--- src/rtl/early_detection_debouncing.sv ---
// Early-detection button debouncer: the output follows the first sampled edge of btn_i,
// then btn_i is ignored for N = DELAY_NS / CLK_PERIOD_NS cycles so bounce cannot re-toggle it.
module early_detection_debouncing #(
    parameter int CLK_PERIOD_NS = 10,
    parameter int DELAY_NS      = 20_000_000,
    parameter int SYNC_STAGES   = 2
) (
    input  logic clk_i,
    input  logic rst_i,
    input  logic btn_i,
    output logic debounced_o,
    output logic rise_tick_o,
    output logic fall_tick_o
);

    localparam int N     = DELAY_NS / CLK_PERIOD_NS;
    localparam int CNT_W = (N < 1) ? 1 : $clog2(N + 1);
    localparam logic [CNT_W-1:0] RELOAD = (N < 1) ? '0 : CNT_W'(N - 1);

    if (N < 1) begin : g_bad_n
        $error("early_detection_debouncing: DELAY_NS / CLK_PERIOD_NS must be >= 1");
    end

    typedef enum logic [1:0] {
        ST_ZERO  = 2'd0,
        ST_WAIT1 = 2'd1,
        ST_ONE   = 2'd2,
        ST_WAIT0 = 2'd3
    } state_t;

    logic btn_s;

    if (SYNC_STAGES > 0) begin : g_sync
        logic [SYNC_STAGES-1:0] sync_q;
        logic [SYNC_STAGES-1:0] sync_d;

        // Shift toward the MSB; the MSB is the fully synchronized level.
        always_comb begin
            sync_d = (sync_q << 1) | SYNC_STAGES'(btn_i);
        end

        always_ff @(posedge clk_i) begin
            if (rst_i) begin
                sync_q <= '0;
            end else begin
                sync_q <= sync_d;
            end
        end

        assign btn_s = sync_q[SYNC_STAGES-1];
    end else begin : g_nosync
        assign btn_s = btn_i;
    end

    state_t           state_q, state_d;
    logic [CNT_W-1:0] cnt_q, cnt_d;
    logic             debounced_q, debounced_d;
    logic             rise_q, rise_d;
    logic             fall_q, fall_d;

    always_comb begin
        state_d     = state_q;
        cnt_d       = cnt_q;
        debounced_d = 1'b0;
        rise_d      = 1'b0;
        fall_d      = 1'b0;
        case (state_q)
            ST_ZERO: begin
                if (btn_s) begin
                    state_d     = ST_WAIT1;
                    cnt_d       = RELOAD;
                    debounced_d = 1'b1;
                    rise_d      = 1'b1;
                end
            end
            ST_WAIT1: begin
                debounced_d = 1'b1;
                if (cnt_q != '0) begin
                    cnt_d = cnt_q - CNT_W'(1);
                end else begin
                    state_d = ST_ONE;
                end
            end
            ST_ONE: begin
                debounced_d = 1'b1;
                if (!btn_s) begin
                    state_d     = ST_WAIT0;
                    cnt_d       = RELOAD;
                    debounced_d = 1'b0;
                    fall_d      = 1'b1;
                end
            end
            ST_WAIT0: begin
                // Expiry is unconditional; ZERO re-checks the input next cycle.
                if (cnt_q != '0) begin
                    cnt_d = cnt_q - CNT_W'(1);
                end else begin
                    state_d = ST_ZERO;
                end
            end
            default: begin
                state_d = ST_ZERO;
                cnt_d   = '0;
            end
        endcase
    end

    always_ff @(posedge clk_i) begin
        if (rst_i) begin
            state_q     <= ST_ZERO;
            cnt_q       <= '0;
            debounced_q <= 1'b0;
            rise_q      <= 1'b0;
            fall_q      <= 1'b0;
        end else begin
            state_q     <= state_d;
            cnt_q       <= cnt_d;
            debounced_q <= debounced_d;
            rise_q      <= rise_d;
            fall_q      <= fall_d;
        end
    end

    assign debounced_o = debounced_q;
    assign rise_tick_o = rise_q;
    assign fall_tick_o = fall_q;

endmodule

--- config.mk ---
export PLATFORM = sky130hd
export DESIGN_NAME = early_detection_debouncing
export DESIGN_NICKNAME = d
export VERILOG_FILES = /design/src/rtl/early_detection_debouncing.sv
export SDC_FILE = /design/constraint.sdc
export NUM_CORES = 1
export LEC_CHECK = 0
export ABC_AREA = 1
export CAP_MARGIN = 25
export CORE_MARGIN = 2
export CORE_UTILIZATION = 55
export DETAILED_ROUTE_END_ITERATION = 8
export PLACE_DENSITY = 0.72
export SETUP_SLACK_MARGIN = 0.1
export SYNTH_ARGS = -nofsm -noshare
export SYNTH_HDL_FRONTEND = slang
export SYNTH_SLANG_ARGS = --single-unit
--- constraint.sdc ---
create_clock -name clk_i -period 4.2 [get_ports clk_i]
set_input_delay 0.63 -clock clk_i [delete_from_list [all_inputs] [get_ports clk_i]]
set_output_delay 0.63 -clock clk_i [all_outputs]
set_load 0.01 [all_outputs]
Yosys cells after proc, flatten, opt, wreduce, memory -nomap -nowiden

Index checks and enable logic that the tools add are counted.

$add $sub $neg: 1
Equal/unequal tests: 8
Mux-type cells: 12
Bitwise logic cells: 3
Reduce and logical (&&, ||, !) cells: 8

Operators with widths:

| kind                                                                   | number |
|---|---|
| 21-bit 2-to-1 mux                                                      | 3 |
| 21-bit case mux with 3 select lines                                    | 1 |
| 21-bit nonzero test                                                    | 1 |
| 21-bit by 1-bit subtractor with 21-bit output (second input constant)  | 1 |
| 2-bit 2-to-1 mux                                                       | 4 |
| 2-bit != test (second input constant)                                  | 4 |
| 2-bit case mux with 4 select lines                                     | 1 |
| 2-bit OR reduction                                                     | 4 |
| 2-bit equality test (second input constant)                            | 2 |
| 4-bit AND reduction                                                    | 1 |
| 3-bit AND reduction                                                    | 1 |
| 2-bit by 1-bit equality test with 1-bit output (second input constant) | 1 |
| 2-bit logical NOT                                                      | 1 |
| 1-bit 2-to-1 mux                                                       | 2 |
| 2-bit by 1-bit != test with 1-bit output (second input constant)       | 1 |
| 1-bit NOT                                                              | 2 |
| 2-bit by 1-bit bitwise OR with 2-bit output                            | 1 |
| 1-bit case mux with 2 select lines                                     | 1 |

Register bits: 28

Longest topological paths before layout

Depth after elaboration: 4
Depth in mapped cells: 11
Gate-level depth less buffers: 11

Worst setup path before layout

Ideal clock, no wire load.

Path type: register -> register
From: reg state_q[0]
To: reg cnt_q[10]
Library setup time: 0.071 ns
Arrival: 1.568 ns
Path slack: 2.561 ns
Cell stages (with the launch flop): 9
Path buffers: 1
Cell sequence: dfxtp_1 inv_1 ha_1 o21ai_2 nand2_2 nand2_2 buf_2 nand2_1 a21oi_1

Word-level cells in the longest chain between the ends: 4

RTL lines:

| item                                                                                         | line | source |
|---|---|---|
| start: declaration                                                                           | 55   | `state_t state_q, state_d;` |
| start signal: assignment                                                                     | 116  | `state_q <= state_d;` |
| 2-bit equality test / 2-bit by 1-bit equality test with 1-bit output (equally long branches) | 67   | `case (state_q)` |
| 2-bit OR reduction (no source line)                                                          | --   |  |
| 2-bit by 1-bit != test with 1-bit output (no source line)                                    | --   |  |
| 3-bit AND reduction (no source line)                                                         | --   |  |
| end signal: assignment                                                                       | 117  | `cnt_q <= cnt_d;` |
| end: declaration                                                                             | 56   | `logic [CNT_W-1:0] cnt_q, cnt_d;` |

Parallel ways exist; a longest one is shown, timed or not.
A chain may end at the register's enable or synchronous reset.

Worst setup path in the final report

From: reg state_q[1]
To: reg cnt_q[5]

Same word-level chain as after synthesis.

==> results.sh <==
export IMPL_cpPeakStageDelay_ns=0.54
export IMPL_post_cts_setup_buffers=0
export IMPL_routabilityCongestion=0.8210
export IMPL_crit_type="flip-flop to flip-flop"
export IMPL_synth_warning_count=0
export IMPL_endpoint_kind="flip-flop"
export IMPL_wl_met3_um=180
export IMPL_fin_ws_ns=1.739
export IMPL_ys_ff_latch=28
export IMPL_fin_skew_ns=0.01069
export IMPL_final_hold_violation_count=0
export IMPL_relSlewSlack=0.3980
export IMPL_min_period_ns=2.461
export IMPL_antenna_cells=0
export IMPL_cts_root_buffer="clkbuf_4"
export IMPL_synthFlopType="dfxtp_1"
export IMPL_min_path_type="flip-flop to flip-flop"
export IMPL_drt_iter0_markers=87
export IMPL_synthMuxAreaShare=0
export IMPL_finalSetupViolCount=0
export IMPL_dp_cells=311
export IMPL_fin_tns_setup_ns=0
export IMPL_crit_path_start_kind="flip-flop"
export IMPL_slowest_stage="nor2_1"
export IMPL_clock_latency_ns=0.33
export IMPL_start_util=0.5715
export IMPL_cts_resized=0
export IMPL_worst_endpoint_required_ns=4.45
export IMPL_p_per_area_nw_per_um2=721.3
export IMPL_design_area_um2=1839
export IMPL_synth_top_cell_by_area="dfxtp_1"
export IMPL_synthAdderAreaFrac=0.04338
export IMPL_grt_pass1_wl_mm=6.258
export IMPL_top_layer="met4"
export IMPL_drt_met1_wl_mm=1.922
export IMPL_cts_sinks=28
export IMPL_synth_cell_types=27
export IMPL_vdd_drop_max_mv=0.3617
export IMPL_die_y_um=60.09
export IMPL_cts_max_path_buffers=2
export IMPL_synth_cells=269
export IMPL_holdBufCountCts=0
export IMPL_place_area_um2=1787
export IMPL_track_usage=0.2293
export IMPL_port_buffers=5
export IMPL_final_util=0.6074
export IMPL_seq_area_frac_synth=0.3239
export IMPL_crit_top_cell="nand2_2"
export IMPL_area_growth_pct=6.290
export IMPL_synth_compound_area_share=0.08604
export IMPL_drc=0
export IMPL_synth_top_family_by_area="simple AND/OR/NAND/NOR gates"
export IMPL_rows=20
export IMPL_synth_top_area_share=0.3239
export IMPL_dieWidth_um=60.09
export IMPL_cts_tree="built"
export IMPL_cts_buffers_inserted=3
export IMPL_final_nets=281
export IMPL_worstMarginPinSlew_ns=0.9002
export IMPL_grt_max_degree=24
export IMPL_synth_area_leaders="dfxtp_1 (32%), nand2_1 (14%), nand3_1 (12%), nor2_1 (8.7%), a21oi_1 (6.1%)"
export IMPL_synth_edf_count=0
export IMPL_synth_xor_area_frac=0.02025
export IMPL_cp_cell_sequence="inv_1, ha_1, nor2_1, nand2_2, nand2_2, o21ai_0, a21oi_1"
export IMPL_wire_per_inst_um=12.05
export IMPL_synth_nets=278
export IMPL_dp_hpwl_mm=2.732
export IMPL_preCtsSetupSlack_ns=1.770
export IMPL_max_freq_mhz=406.4
export IMPL_maxCapViolCount=0
export IMPL_arrival_ns=2.71
export IMPL_drtAntennaViolNets=0
export IMPL_h_tree_depth=1
export IMPL_p_leak_uw=0.0008221
export IMPL_wl_met2_mm=1.660
export IMPL_core_area_um2=3028
export IMPL_fin_cells=315
export IMPL_clk_pin_slew_ns=0.16
export IMPL_overflow=0
export IMPL_rsz0062_at_grt="false"
export IMPL_vias_per_cell=5.117
export IMPL_drv_slew=0
export IMPL_syn_area_um2=1730
export IMPL_fill_cells=310
export IMPL_final_layout_size_suffix_gt1_frac=0.07380
export IMPL_yosys_top_cells_count="nand2_1 (64), nand3_1 (41), nor2_1 (40)"
export IMPL_vias=1612
export IMPL_antenna_found_initial=0
export IMPL_totalWireLength_mm=3.795
export IMPL_io_pins=6
export IMPL_outcome="completed"
export IMPL_period_share=0.5858
export IMPL_synth_area_per_cell_um2=6.433
export IMPL_dieArea_um2=3611
export IMPL_crit_path_max_fanout=21
export IMPL_synthMostInstantiatedCell="nand2_1"
export IMPL_async_flop_share=0
export IMPL_dr_pass1_iters=4
export IMPL_synthSimpleGateAreaFrac=0.4375
export IMPL_grt_pass1_vias=1360
==> worst max-delay path: cells and delay by family, from the launching register on <==
| family | cells | cell delay, ns |
|---|---|---|
| buffers and inverters | 1 | 0.08 |
| and+or+nand+nor | 3 | 1.39 |
| DFF | 1 | 0.44 |
| AOI/OAI and AO/OA | 2 | 0.29 |
| adders and majority gates | 1 | 0.18 |
==> final cells by class <==
| type | instances | area [um2] | share of cell area |
|---|---|---|---|
| Inverter | 28 | 105.1 | 0.05714 |
| Clock buffer | 3 | 22.52 | 0.01224 |
| Tap cell | 44 | 55.05 | 0.02993 |
| Clock inverter | 1 | 30.03 | 0.01633 |
| Multi-Input combinational cell | 206 | 1016 | 0.5524 |
| Sequential cell | 28 | 560.5 | 0.3048 |
| Timing Repair Buffer | 5 | 50.05 | 0.02721 |
==> cells by family (layout without fill, tap and decap cells) <==
group                      after synthesis  count (layout)
AOI/OAI and AO/OA                       29              29
buffers and inverters                   35              37
and+or+nand+nor                        167             167
DFF                                     28              28
adders and majority gates                6               6
xor gates and xnor gates                 4               4
==> layer usage <==
layer / vias up / track usage
met5: - / 0
met4: 0 / 0.07937
met3: 4 / 0.01948
met2: 35 / 0.3385
met1: 706 / 0.3456
li1: 867 / -
==> placed cells by master (no fill, tap or decap) <==
cell             instances
clkdlybuf4s50_1          5
inv_1                   24
o21ai_0                  4
nor2_4                   2
nor2_1                  40
or2_0                    1
nand3_1                 41
nand3_2                  1
clkbuf_4                 3
nand3b_1                 1
xor2_1                   4
inv_2                    2
bufinv_16                1
o21ai_2                  1
nand2_1                 64
a21oi_1                 21
nor3_1                   1
ha_1                     6
clkinv_1                 2
dfxtp_1                 28
o21ai_1                  3
nor2_2                   4
or2_2                    2
nand2_4                  2
nand4_1                  6
nand2_2                  2
==> metrics by stage <==
step,hold slack [ns],power [uW]
6_report,0.4240,1327
5_1_grt,0.4364,1454
4_1_cts,0.4239,1329
3_5_place_dp,0.4032,1151
3_3_place_gp,0.3986,1146
2_1_floorplan,0.3883,1022
==> registers in the layout, summed over array words and instances (netlist names) <==
register / cells
cnt_q: 21
rise_tick_o: 1
state_q: 2
g_sync.sync_q: 2
fall_tick_o: 1
debounced_o: 1
==> worst paths after layout <==
kind                                  startpoint          endpoint  slack [ns]  cells past startpoint
worst max-delay path                  state_q[1]          cnt_q[5]        1.74                      7
worst min-delay path            g_sync.sync_q[0]  g_sync.sync_q[1]        0.42                      2
worst min register to register  g_sync.sync_q[0]  g_sync.sync_q[1]        0.42                      2
worst max register to register        state_q[1]          cnt_q[5]        1.74                      7
==> power by group <==
group	total [uW]	internal (uW)	switching (uW)
Clock	178	96.6	81.1
Combinational	743	244	499
Sequential	406	334	71.8
Power figures use the tool's default switching activity.
